`config.mk`:
```
export PLATFORM = sky130hd
export DESIGN_NAME = mem_port_arbiter
export DESIGN_NICKNAME = d
export VERILOG_FILES = /design/src/rtl/mem_port_arbiter.sv
export SDC_FILE = /design/constraint.sdc
export NUM_CORES = 1
export LEC_CHECK = 0
export CORE_AREA = 2 2 211 213
export CTS_CLUSTER_DIAMETER = 60
export DETAILED_ROUTE_END_ITERATION = 8
export DIE_AREA = 0 0 213 215
export HOLD_SLACK_MARGIN = 0.15
export PLACE_DENSITY_LB_ADDON = 0.3
export SLEW_MARGIN = 15
export SYNTH_ARGS = -nofsm -noshare
export SYNTH_HDL_FRONTEND = slang
export SYNTH_SLANG_ARGS = --single-unit
```
`constraint.sdc`:
```
create_clock -name clk -period 3 [get_ports clk]
set_input_delay 0.3 -clock clk [delete_from_list [all_inputs] [get_ports clk]]
set_output_delay 0.3 -clock clk [all_outputs]
set_load 0.02 [all_outputs]
```
`src/rtl/mem_port_arbiter.sv`:
```
// Purpose: shares one memory request/response port between the instruction
//   fetch unit (IFU) and the load/store unit (LSU). One transaction is in
//   flight at a time: a request is accepted in IDLE, held on the memory port in
//   REQ until the memory takes it, and the response is routed back to the
//   requester that issued it in WAIT.
// Ports:
//   clk, rst                     clock, asynchronous active-low reset
//   ifu_req_valid/ready/addr     IFU fetch request handshake
//   ifu_resp_valid, ifu_rdata    IFU fetch response (1-cycle pulse)
//   lsu_req_valid/ready, lsu_we, lsu_addr, lsu_wdata, lsu_wmask
//                                LSU load/store request handshake
//   lsu_resp_valid, lsu_rdata    LSU response (1-cycle pulse, raw data)
//   mem_req_valid/ready, mem_we, mem_addr, mem_wdata, mem_wmask
//                                request to the memory wrapper
//   mem_resp_valid, mem_rdata    response from the memory wrapper
//   busy                         a transaction is in progress
module mem_port_arbiter #(
  parameter int unsigned DATA_WIDTH = 64,
  parameter int unsigned ADDR_WIDTH = 64,
  parameter bit          LSU_PRIO   = 1'b1
) (
  input  logic                  clk,
  input  logic                  rst,
  input  logic                  ifu_req_valid,
  output logic                  ifu_req_ready,
  input  logic [ADDR_WIDTH-1:0] ifu_addr,
  output logic                  ifu_resp_valid,
  output logic [DATA_WIDTH-1:0] ifu_rdata,
  input  logic                  lsu_req_valid,
  output logic                  lsu_req_ready,
  input  logic                  lsu_we,
  input  logic [ADDR_WIDTH-1:0] lsu_addr,
  input  logic [DATA_WIDTH-1:0] lsu_wdata,
  input  logic [7:0]            lsu_wmask,
  output logic                  lsu_resp_valid,
  output logic [DATA_WIDTH-1:0] lsu_rdata,
  output logic                  mem_req_valid,
  input  logic                  mem_req_ready,
  output logic                  mem_we,
  output logic [ADDR_WIDTH-1:0] mem_addr,
  output logic [DATA_WIDTH-1:0] mem_wdata,
  output logic [7:0]            mem_wmask,
  input  logic                  mem_resp_valid,
  input  logic [DATA_WIDTH-1:0] mem_rdata,
  output logic                  busy
);

  typedef enum logic [1:0] {StIdle, StReq, StWait} state_e;

  state_e                state_q, state_d;
  logic                  owner_q, owner_d;           // 1: LSU owns the transaction
  logic                  last_owner_q, last_owner_d; // 1: LSU was granted last
  logic                  we_q, we_d;
  logic [ADDR_WIDTH-1:0] addr_q, addr_d;
  logic [DATA_WIDTH-1:0] wdata_q, wdata_d;
  logic [7:0]            wmask_q, wmask_d;

  logic grant_lsu, grant_ifu;

  // Tie-break: fixed LSU priority, or alternate away from the last grantee.
  always_comb begin
    grant_lsu = lsu_req_valid & (~ifu_req_valid | LSU_PRIO | ~last_owner_q);
    grant_ifu = ifu_req_valid & ~grant_lsu;
  end

  always_comb begin
    state_d        = state_q;
    owner_d        = owner_q;
    last_owner_d   = last_owner_q;
    we_d           = we_q;
    addr_d         = addr_q;
    wdata_d        = wdata_q;
    wmask_d        = wmask_q;
    ifu_req_ready  = 1'b0;
    lsu_req_ready  = 1'b0;
    ifu_resp_valid = 1'b0;
    ifu_rdata      = '0;
    lsu_resp_valid = 1'b0;
    lsu_rdata      = '0;
    mem_req_valid  = 1'b0;
    mem_we         = 1'b0;
    mem_addr       = '0;
    mem_wdata      = '0;
    mem_wmask      = '0;

    unique case (state_q)
      StIdle: begin
        // Gated by rst so nothing is offered while reset is held.
        if (rst) begin
          ifu_req_ready = grant_ifu;
          lsu_req_ready = grant_lsu;
          if (grant_lsu) begin
            owner_d      = 1'b1;
            last_owner_d = 1'b1;
            we_d         = lsu_we;
            addr_d       = lsu_addr;
            wdata_d      = lsu_wdata;
            wmask_d      = lsu_wmask;
            state_d      = StReq;
          end else if (grant_ifu) begin
            owner_d      = 1'b0;
            last_owner_d = 1'b0;
            we_d         = 1'b0;
            addr_d       = ifu_addr;
            wdata_d      = '0;
            wmask_d      = '0;
            state_d      = StReq;
          end
        end
      end
      StReq: begin
        mem_req_valid = 1'b1;
        mem_we        = we_q;
        mem_addr      = addr_q;
        mem_wdata     = wdata_q;
        mem_wmask     = wmask_q;
        if (mem_req_ready) state_d = StWait;
      end
      StWait: begin
        if (mem_resp_valid) begin
          if (owner_q) begin
            lsu_resp_valid = 1'b1;
            lsu_rdata      = mem_rdata;
          end else begin
            ifu_resp_valid = 1'b1;
            ifu_rdata      = mem_rdata;
          end
          state_d = StIdle;
        end
      end
      default: state_d = StIdle;
    endcase
  end

  always_comb busy = (state_q != StIdle);

  always_ff @(posedge clk or negedge rst) begin
    if (!rst) begin
      state_q      <= StIdle;
      owner_q      <= 1'b0;
      last_owner_q <= 1'b1;
      we_q         <= 1'b0;
      addr_q       <= '0;
      wdata_q      <= '0;
      wmask_q      <= '0;
    end else begin
      state_q      <= state_d;
      owner_q      <= owner_d;
      last_owner_q <= last_owner_d;
      we_q         <= we_d;
      addr_q       <= addr_d;
      wdata_q      <= wdata_d;
      wmask_q      <= wmask_d;
    end
  end

endmodule

```
==> results <==
==> power by group through the flow <==
stage                     registers, W  logic [W]  clock network (W)
final                          0.00330    0.00503            0.00215
after global routing           0.00343    0.00537            0.00230
after CTS                      0.00330    0.00512            0.00225
after detailed placement       0.00331    0.00509                  0
after global placement         0.00329    0.00509                  0
after floorplan                0.00314    0.00295                  0
==> critical path: cells and delay by family (launching register included) <==
family	cells	cell delay (ps)
AND/OR/NAND/NOR	2	450
buffers and inverters	2	1090
flip-flops	1	440
==> flip-flops by register name, indices dropped and copies added (netlist names) <==
name,cells
addr_q,64
owner_q,1
state_q,2
wdata_q,64
we_q,1
wmask_q,8
==> cells in the final DEF, fill, tap and decap left out, drive strengths merged <==
cell type	instances
clkdlybuf4s50	539
and2	266
dfrtp	140
mux2	128
a22o	72
clkbuf	24
buf	13
nand2	3
clkinvlp	3
nand2b	2
bufinv	2
clkinv	2
nor3b	2
o21ai	2
nor2b	1
and4b	1
or2	1
nor2	1
a21o	1
nand3	1
a21bo	1
inv	1
dlygate4sd3	1
==> cells by family after synthesis <==
| logic type | Yosys count |
|---|---|
| compound gates | 76 |
| buf+inv | 59 |
| flops | 140 |
| mux | 128 |
| simple gates | 278 |
==> stage by stage <==
step / total power [W] / area (µm²) / utilization
floorplan: 0.00609 / 7820 / -
finish: 0.0105 / 14500 / 0.331
global placement: 0.00838 / 13900 / 0.317
CTS: 0.0107 / 14500 / 0.331
global route: 0.0111 / 14500 / 0.331
detailed placement: 0.00840 / 13900 / 0.317
==> worst paths after layout <==
kind | start | endpoint | depth (start not counted)
worst max-delay path | state_q[0] | mem_wmask[6] | 4
worst min-delay path | lsu_wdata[2] | wdata_q[2] | 2
worst max register to register | state_q[1] | wdata_q[13] | 4
worst min register to register | we_q | we_q | 1
max in group asynchronous | rst | addr_q[34] | 4
min in group asynchronous | rst | addr_q[33] | 3
==> layer usage <==
layer	global-route usage	share of wire	vias up
li1	-	-	3334
met1	0.171	0.43	3271
met2	0.219	0.47	256
met3	0.0504	0.084	39
met4	0.0434	0.015	14
met5	0	0.0026	-
==> final cells by class <==
cell class,count,area [µm²]
Clock inverter,8,109
Tap cell,592,741
Fill cell,4436,29200
Timing Repair Buffer,553,5580
Multi-Input combinational cell,482,4040
Clock buffer,24,482
Sequential cell,140,3500
==> repair_timing <==
action                                 in CTS  in global routing
endpoints found under the hold margin      28                  0
hold buffers                                1                  0
setup endpoints to repair                   0                  1
resized for setup                           0                  1
==> results.toml <==
[clock_tree]
cts_buffer_depth = 2
postCtsSetupRepairBufs = 0
clock_latency_ps = 450
htreeDepth = 4
cts_buffers = 17
clk_root_buffer_cell = "clkbuf_16"
tritoncts = "done"
clkSlewWorstSetupHoldPaths_ps = 70
clock-sinks = 140

[worst_setup_path]
endpoint_kind = "primary output"
crit_type = "flip-flop to primary output"
cp_max_fo = 67
rrSetupSlack_ps = 850
critPathLaunchType = "flip-flop"
slowest_stage = "clkdlybuf4s50_1"
required_ps = 2700
max_stage_delay_ps = 620
crit_chain = "nor2b_4 -> buf_4 -> and2_1 -> clkdlybuf4s50_1"
worstPathArrival_ps = 2480

[placed_design]
place_ws_ps = 580
io_buffers = 541
dp_cells = 1766
gp_congestion = 0.846
dpl.hpwl_um = 24100

[drt]
drc = 0
antenna_left = 0
drt-total-wl_um = 31900
first_iter_violations = 292
post_drt_wl_per_cell_um = 17.7
dr.pass1.iters = 4
vias = 6914
via_per_inst = 3.84

[grt]
grt_max_degree = 113
grt_pass1_wl_um = 46700
antenna_found_initial = 7
grt_usage = 0.137
grt_pass1_vias = 7222
grt_overflow = 0

[logic_synthesis]
synth-seq-cells = 140
ys_warn_count = 0
synth_top_family_by_area = "simple AND/OR/NAND/NOR gates"
synthesis.area_um2 = 7820
synth_xor_area_frac = 0
synth_mux_area_frac = 0.206
syn-num-nets = 952
synth_ff_type = "dfrtp_1"
ys_top_cells_by_count = "and2_1, dfrtp_1, mux2_2, a22o_1, mux2_4"
synth_cell_types = 24
synth_compound_area_frac = 0.0846
avgSynthCellArea_um2 = 11.5
async_flop_share = 1.00
synthAdderAreaFrac = 0
synth_edf_count = 0
synthTopCellsByArea = "dfrtp_1, and2_1, mux2_2"
yosysTopAreaCell = "dfrtp_1"
synth-simple-area-share = 0.222
ys_seq_area_frac = 0.448
yosysTopAreaCellShare = 0.448
post-synth-top-count-cell = "and2_1"
syn_inst = 681

[sta]
rsz0062_at_grt = "false"
period_minus_slack_ps = 2780
fin_ws_ps = 220
max_slew_margin = 0.409
setup-violations-final = 0
post-route-period-util = 0.927
tightest_slew_ps = 887
final_hold_viol_count = 0
drv_slew = 0
holdWs_ps = 453
finalSetupTns_ps = 0
fmax_mhz = 360
fin_skew_ps = 13.2

[pwr]
netSwitchingPower_w = 0.00360
p_comb_frac = 0.480
swShare = 0.344
ir_worst_vdd_uv = 316
leakage_nw = 5.95
p_int_w = 0.00688
p_seq_frac = 0.315
p_clk_frac = 0.205
power.density_nw_per_um2 = 725

[floorplan]
dieHeight_um = 215
rows = 77
io-pin-count = 542
dieArea_um2 = 45800
die_x_um = 213
core_um2 = 43600
start_util = 0.179

[finish]
syn2layout_area_growth_pct = 84.9
final_cells = 1799
diodes = 0
nets = 1465
drive_above_1_share = 0.146

[worst_hold_path]
hold_class = "input pin to flip-flop"

[job]
maxCapViolations = 0

[status]
run_status = "complete, no violations"
(Power assumes the default switching activity.)
